### src/rtl/serial_add_sub_ctrl.sv
// ---------------------------------------------------------------------------
// serial_add_sub_ctrl
//
// Bit-serial adder/subtractor with a small IDLE/CALC/DONE controller.
// An operation is accepted in IDLE when in_valid is high. The two operands
// are then combined one bit per clock, LSB first, over WIDTH cycles. The
// result is presented for exactly one cycle in DONE. Subtraction is done as
// A + ~B + 1: B is inverted at capture and the carry is seeded with 1.
//
// Ports
//   clk       : single clock, all state changes on its rising edge
//   rst       : asynchronous, active-high reset
//   in_valid  : in_a / in_b / in_mode are valid this cycle
//   in_a      : unsigned operand A, WIDTH bits
//   in_b      : unsigned operand B, WIDTH bits
//   in_mode   : 0 = A+B, 1 = A-B
//   busy      : high in CALC and DONE. in_valid is ignored while high
//   out_valid : one-cycle result strobe (DONE state)
//   out_sum   : {carry_out, WIDTH-bit result}, forced to zero unless out_valid
// ---------------------------------------------------------------------------
module serial_add_sub_ctrl #(
  parameter int WIDTH = 8
) (
  input  logic             clk,
  input  logic             rst,
  input  logic             in_valid,
  input  logic [WIDTH-1:0] in_a,
  input  logic [WIDTH-1:0] in_b,
  input  logic             in_mode,
  output logic             busy,
  output logic             out_valid,
  output logic [WIDTH:0]   out_sum
);

  localparam int CW = (WIDTH > 1) ? $clog2(WIDTH) : 1;
  localparam logic [CW-1:0] CNT_LAST = CW'(WIDTH - 1);

  typedef enum logic [1:0] {
    IDLE = 2'd0,
    CALC = 2'd1,
    DONE = 2'd2
  } state_t;

  state_t           state_reg, state_next;
  logic [WIDTH-1:0] sa_reg, sa_next;
  logic [WIDTH-1:0] sb_reg, sb_next;
  logic [WIDTH-1:0] r_reg, r_next;
  logic [CW-1:0]    cnt_reg, cnt_next;
  logic             c_reg, c_next;

  logic             bit_sum;
  logic             bit_carry;
  logic [WIDTH:0]   result;

  // One full-adder slice working on the current LSBs of the operand shifters.
  assign bit_sum   = sa_reg[0] ^ sb_reg[0] ^ c_reg;
  assign bit_carry = (sa_reg[0] & sb_reg[0]) | (sa_reg[0] & c_reg) | (sb_reg[0] & c_reg);

  always_ff @(posedge clk or posedge rst) begin
    if (rst) begin
      state_reg <= IDLE;
      sa_reg    <= '0;
      sb_reg    <= '0;
      r_reg     <= '0;
      cnt_reg   <= '0;
      c_reg     <= 1'b0;
    end else begin
      state_reg <= state_next;
      sa_reg    <= sa_next;
      sb_reg    <= sb_next;
      r_reg     <= r_next;
      cnt_reg   <= cnt_next;
      c_reg     <= c_next;
    end
  end

  always_comb begin
    state_next = state_reg;
    sa_next    = sa_reg;
    sb_next    = sb_reg;
    r_next     = r_reg;
    cnt_next   = cnt_reg;
    c_next     = c_reg;

    unique case (state_reg)
      IDLE: begin
        if (in_valid) begin
          sa_next    = in_a;
          // Two's-complement subtract: invert B here, the +1 comes from the carry seed.
          sb_next    = in_mode ? ~in_b : in_b;
          cnt_next   = '0;
          c_next     = in_mode;
          state_next = CALC;
        end
      end
      CALC: begin
        // Sum bits enter from the top so that after WIDTH shifts the first
        // (least significant) bit has reached position 0.
        r_next   = {bit_sum, r_reg[WIDTH-1:1]};
        sa_next  = sa_reg >> 1;
        sb_next  = sb_reg >> 1;
        c_next   = bit_carry;
        cnt_next = cnt_reg + 1'b1;
        if (cnt_reg == CNT_LAST) begin
          state_next = DONE;
        end
      end
      DONE: begin
        state_next = IDLE;
      end
      default: begin
        state_next = IDLE;
      end
    endcase
  end

  assign busy      = (state_reg != IDLE);
  assign out_valid = (state_reg == DONE);
  assign result    = {c_reg, r_reg};

  // Gate every result bit with the strobe so out_sum reads zero outside DONE.
  generate
    for (genvar gi = 0; gi <= WIDTH; gi++) begin : g_out_gate
      assign out_sum[gi] = out_valid & result[gi];
    end
  endgenerate

endmodule
### config.mk
export PLATFORM = sky130hd
export DESIGN_NAME = serial_add_sub_ctrl
export DESIGN_NICKNAME = d
export VERILOG_FILES = /design/src/rtl/serial_add_sub_ctrl.sv
export SDC_FILE = /design/constraint.sdc
export NUM_CORES = 1
export LEC_CHECK = 0
export CORE_MARGIN = 5
export CORE_UTILIZATION = 50
export DETAILED_ROUTE_END_ITERATION = 10
export PLACE_DENSITY = 0.75
export SYNTH_ARGS = -nofsm -noshare
export SYNTH_HDL_FRONTEND = slang
export SYNTH_SLANG_ARGS = --single-unit
### constraint.sdc
create_clock -name clk -period 1.68 [get_ports clk]
set_input_delay 0.336 -clock clk [delete_from_list [all_inputs] [get_ports clk]]
set_output_delay 0.336 -clock clk [all_outputs]
set_load 0.02 [all_outputs]
==> flow_summary.yaml, run 1 <==
min_path:
  hold_path.class: "in -> async"
critical_path:
  r2r_start: "state_reg[0]"
  crit_fanout: 10
  r2r_cells: 5
  r2r_setup_slack_ns: 0.13
  worst_ep_arrival_time_ns: 1.29
  setup.worst_path.end: "out_sum[5]"
  critPathCaptureType: "output port"
  required_ns: 1.34
  timing.rr.end: "sb_reg[4]"
  worstSetupStartpoint: "state_reg[1]"
  startpoint_type: "flop"
  critPathKind: "reg -> out"
yosys:
  ys_types: 26
  ys_ff_latch: 30
  syn-instance-count: 144
  yosysSeqAreaShare_pct: 48.7
  synth_top_area_share_pct: 48.7
  synth_top_cell_by_area: "dfrtp_1"
  syn-cell-area_mm2: 0.00154
  synth_nets: 167
  avgSynthCellArea_um2: 10.7
  ys_top_cells_by_area: "dfrtp_1 (49%), mux2_2 (6.6%), a22oi_1 (4.4%), and2_1 (4.1%), xnor2_1 (4.0%)"
  yosys_warnings: 0
timing:
  post-route-period-util_pct: 97.0
  rsz0062_at_grt: "yes"
  final_max_slew_viol_count: 0
  max_slew_margin_pct: 75.3
  finalCriticalPeriod_ns: 1.63
  setup_ws_ns: 0.0506
  clock_skew_ns: 0.00666
  max_freq_mhz: 614
  finalSetupViolCount: 0
  hold_violations: 0
  worstMarginPinSlew_ns: 0.371
final_layout:
  final_common_cell: "dfrtp_1"
  fin_util_pct: 66.5
  nNetsFinal: 209
  syn2layout_area_growth_pct: 29.7
  antenna_cells: 0
  drive_gt1_share_pct: 25.1
  n_fill_cell: 264
  most-common-layout-cells: "dfrtp_1 (30), clkdlybuf4s50_1 (19), buf_4 (16)"
cts:
  cts_root_buf: "clkbuf_4"
  hold_buffers: 0
  cts_tree: "built"
  cts_resized: 41
  htreeDepth: 2
  cts_buffers: 5
  clk_path_buf_depth: 2
  clk_pin_slew_ns: 0.09
  post_cts_buffers: 0
  clk_latency_ns: 0.33
  cts_sinks: 30
run:
  max_cap_violations: 0
grt:
  overflow: 0
  antenna_found_initial: 0
  grt_pass1_vias: 1303
  track_usage_pct: 17.5
  grt_max_degree: 31
  grt_pass1_wl_um: 5700
power_and_ir_drop:
  pwr_density_cell_mw_per_mm2: 1480
  leakage_uw: 0.000910
  total_power_uw: 2960
  peakVddDrop_v: 0.000878
floorplan:
  die-area_mm2: 0.00429
  initial_core_util_pct: 51.3
  core_area_mm2: 0.00300
  dieHeight_um: 65.5
  die_x_um: 65.5
  num_io_pins: 31
  rows: 20
drt:
  drt_first_pass_iters: 4
  vias: 1235
  ant_nets: 0
  drc_errors: 0
  finalWirelength_um: 3330
  drt_iter0_drc: 30
  via_per_inst: 5.61
  wl_per_cell_um: 15.1
run_status:
  status: "finished clean"
placed_design:
  gp_congestion: 0.784
  pre_cts_ws_ns: -0.0262
  dp_hpwl_um: 2490
  port_buffers: 30
-- through the flow --
stage,instance area (um^2),setup TNS [ns],hold slack (ns),cells
3_5_place_dp,1950,-0.0732,0.471,212
2_1_floorplan,1540,0,0.427,144
6_report,2000,0,0.381,220
5_1_grt,2000,-0.122,0.413,220
4_1_cts,1980,0,0.392,220
3_3_place_gp,1950,0,0.467,212
-- how the worst min path moves through the flow --
stage	from	slack, ns	endpoint
global placement	sa_reg[6]	0.47	sa_reg[6]
floorplan	rst	0.43	c_reg
global route	rst	0.41	r_reg[6]
CTS	rst	0.39	r_reg[4]
detailed placement	sa_reg[4]	0.47	sa_reg[4]
finish	rst	0.38	r_reg[6]
-- critical path: stages (launching register included) --
cell,delay (ns)
dfrtp_1,0.39
nor2b_1,0.13
buf_4,0.15
and2_1,0.15
buf_2,0.15
-- per-layer routing --
layer,wire [um],track usage [%]
met1,1440,20.7
met4,70,6.48
met2,1650,29.0
met3,169,6.50
met5,0,0
-- final cells by class --
class                      instances  area [um^2]  share of cell area [%]
tap                               33         41.3                    2.07
timing repair buffer              46          384                    19.2
inverter                           5         18.8                   0.940
sequential                        30          751                    37.6
clock buffer                       5         37.5                    1.88
clock inverter                     3         40.0                    2.01
multi-input combinational         98          724                    36.3
-- cell families (layout without fill, tap and decap cells) --
kind of cell / after synthesis / after routing / share of synthesized area [%]
compound gates: 43 / 43 / 19.2
xor+xnor: 8 / 8 / 4.55
fa+ha+maj: 3 / 3 / 2.92
buf+inv: 16 / 59 / 4.55
flops: 30 / 30 / 48.7
mux: 9 / 9 / 6.58
simple gates: 35 / 35 / 13.5
-- where the power goes --
group | switching (uW) | leakage [uW] | total, uW | internal, uW
clock network | 254 | 0.0000450 | 562 | 308
registers | 208 | 0.000378 | 1240 | 1030
logic | 525 | 0.000487 | 1160 | 638
total | 987 | 0.000910 | 2960 | 1980
-- cells in the mapped netlist --
library cell / number
and2b_1: 3
o211ai_1: 3
o21ba_2: 1
ha_1: 2
fa_1: 1
or2_2: 1
nor2_1: 1
and2_1: 10
clkbuf_1: 3
nor2b_1: 9
and3b_1: 2
o32ai_1: 4
dfrtp_1: 30
buf_2: 8
mux2_2: 9
o21bai_1: 1
a22oi_1: 9
xnor2_1: 7
nand2_1: 8
xor2_1: 1
o21ai_0: 10
a22o_1: 2
inv_1: 5
a21oi_1: 9
or3b_1: 1
a221o_1: 4
(Power assumes the default switching activity.)
==> inputs of run 2 (changes only) <==
--- a/config.mk
+++ b/config.mk
@@ -8,7 +8,8 @@
 export CORE_MARGIN = 5
 export CORE_UTILIZATION = 50
 export DETAILED_ROUTE_END_ITERATION = 10
-export PLACE_DENSITY = 0.75
+export PLACE_DENSITY_LB_ADDON = 0.08
+export SLEW_MARGIN = 20
 export SYNTH_ARGS = -nofsm -noshare
 export SYNTH_HDL_FRONTEND = slang
 export SYNTH_SLANG_ARGS = --single-unit
==> constraint.sdc (replaced) <==
create_clock -name clk -period 1.6 [get_ports clk]
set_input_delay 0.32 -clock clk [delete_from_list [all_inputs] [get_ports clk]]
set_output_delay 0.32 -clock clk [all_outputs]
set_load 0.02 [all_outputs]
==> flow_summary.yaml, run 2 (synthesized netlist as in run 1, its figures left out) <==
drt:
  via_per_inst: 5.73
  vias: 1272
  wl_per_cell_um: 16.1
  ant_nets: 0
  finalWirelength_um: 3580
  drc_errors: 0
  drt_iter0_drc: 57
  drt_first_pass_iters: 4
timing:
  clock_skew_ns: 0.00787
  setup_ws_ns: -0.0214
  finalCriticalPeriod_ns: 1.62
  max_slew_margin_pct: 74.5
  worstMarginPinSlew_ns: 0.383
  finalSetupViolCount: 1
  post-route-period-util_pct: 101
  final_max_slew_viol_count: 0
  hold_violations: 0
  max_freq_mhz: 617
  rsz0062_at_grt: "yes"
grt:
  track_usage_pct: 18.5
  grt_pass1_vias: 1318
  grt_pass1_wl_um: 5970
  overflow: 0
  grt_max_degree: 31
  antenna_found_initial: 0
final_layout:
  antenna_cells: 0
  most-common-layout-cells: "dfrtp_1 (29), clkdlybuf4s50_1 (19), buf_4 (14)"
  final_area_mm2: 0.00212
  fin_util_pct: 70.7
  syn2layout_area_growth_pct: 37.8
  nNetsFinal: 211
  final_cells: 222
  final_common_cell: "dfrtp_1"
  drive_gt1_share_pct: 31.7
power_and_ir_drop:
  peakVddDrop_v: 0.000875
  pwr_density_cell_mw_per_mm2: 1500
  pwr-share-seq_pct: 42.1
  clkPwrFrac_pct: 15.3
  p_comb_share_pct: 42.6
  leakage_uw: 0.000939
  p_switching_uw: 1120
  power.internal_uw: 2050
  total_power_uw: 3180
  switching_share_pct: 35.4
critical_path:
  critPathCaptureType: "output port"
  crit_fanout: 4
  critPathKind: "reg -> out"
  startpoint_type: "flop"
  r2r_cells: 6
  worst_ep_arrival_time_ns: 1.30
  r2r_setup_slack_ns: 0.02
  timing.rr.end: "cnt_reg[0]"
  required_ns: 1.28
  worstSetupStartpoint: "state_reg[1]"
  r2r_start: "state_reg[0]"
cts:
  clk_path_buf_depth: 2
  clk_pin_slew_ns: 0.10
  clk_latency_ns: 0.34
  cts_sinks: 30
  cts_root_buf: "clkbuf_4"
  htreeDepth: 2
  cts_tree: "built"
  hold_buffers: 0
  cts_buffers: 5
placed_design:
  dp_hpwl_um: 2320
  pre_cts_ws_ns: -0.107
  dp_cells: 212
  gp_congestion: 0.762
  port_buffers: 30
  dpl-instance-area_mm2: 0.00196
floorplan:
  die-area_mm2: 0.00429
  core_area_mm2: 0.00300
  initial_core_util_pct: 51.3
  num_io_pins: 31
  rows: 20
  dieHeight_um: 65.5
  die_x_um: 65.5
min_path:
  hold_path.class: "in -> async"
run:
  max_cap_violations: 0
run_status:
  violations: "negative setup slack"
  status: "finished with violations"
[run 2: worst max path at each step]
| stage | to | slack, ns | cells after the start |
|---|---|---|---|
| global route | busy | -0.06 | 3 |
| detailed placement | out_sum[6] | -0.11 | 4 |
| finish | busy | -0.02 | 3 |
| CTS | out_sum[6] | -0.002 | 3 |
| global placement | out_sum[8] | -0.06 | 4 |
| floorplan | out_sum[0] | 0.15 | 3 |
[run 2: final cells by class]
class                           count  area [um^2]
Fill cell                         240          881
Multi-Input combinational cell     99          793
Sequential cell                    30          752
Timing Repair Buffer               47          453
Clock buffer                        6         51.3
Tap cell                           33         41.3
Inverter                            5         18.8
Clock inverter                      2         12.5
[run 2: timing repair]
action / 4_1_cts / 5_1_grt
endpoints found under the setup margin: 23 / 23
gates cloned: 0 / 2
buffers inserted: 1 / 1
gates resized for setup: 62 / 20
pin swaps: 1 / 8
[run 2: metrics by stage]
step                      TNS [ns]  hold slack, ns
after detailed placement     -1.30           0.488
after floorplan                  0           0.411
after CTS                 -0.00218           0.394
after global routing        -0.375           0.432
after global placement      -0.796           0.467
final                      -0.0214           0.367
[run 2: power by group through the flow]
stage	logic [uW]	clock network, uW	registers [uW]
after global routing	1500	529	1370
after floorplan	861	0	1260
final	1350	485	1340
after detailed placement	1200	0	1320
after global placement	1160	0	1300
after CTS	1260	492	1320
[run 2: critical path, stage by stage (launching register included)]
cell and delay (ns):
dfrtp_1 0.44, buf_4 0.15, or2_4 0.24, buf_6 0.13
[run 2: layer usage]
metal / share of wire [%] / up-vias / global-route usage [%]
li1: - / 597 / -
met1: 43 / 633 / 21.8
met2: 49 / 35 / 30.5
met3: 5.6 / 7 / 4.96
met4: 1.9 / 0 / 10.1
met5: 0 / - / 0
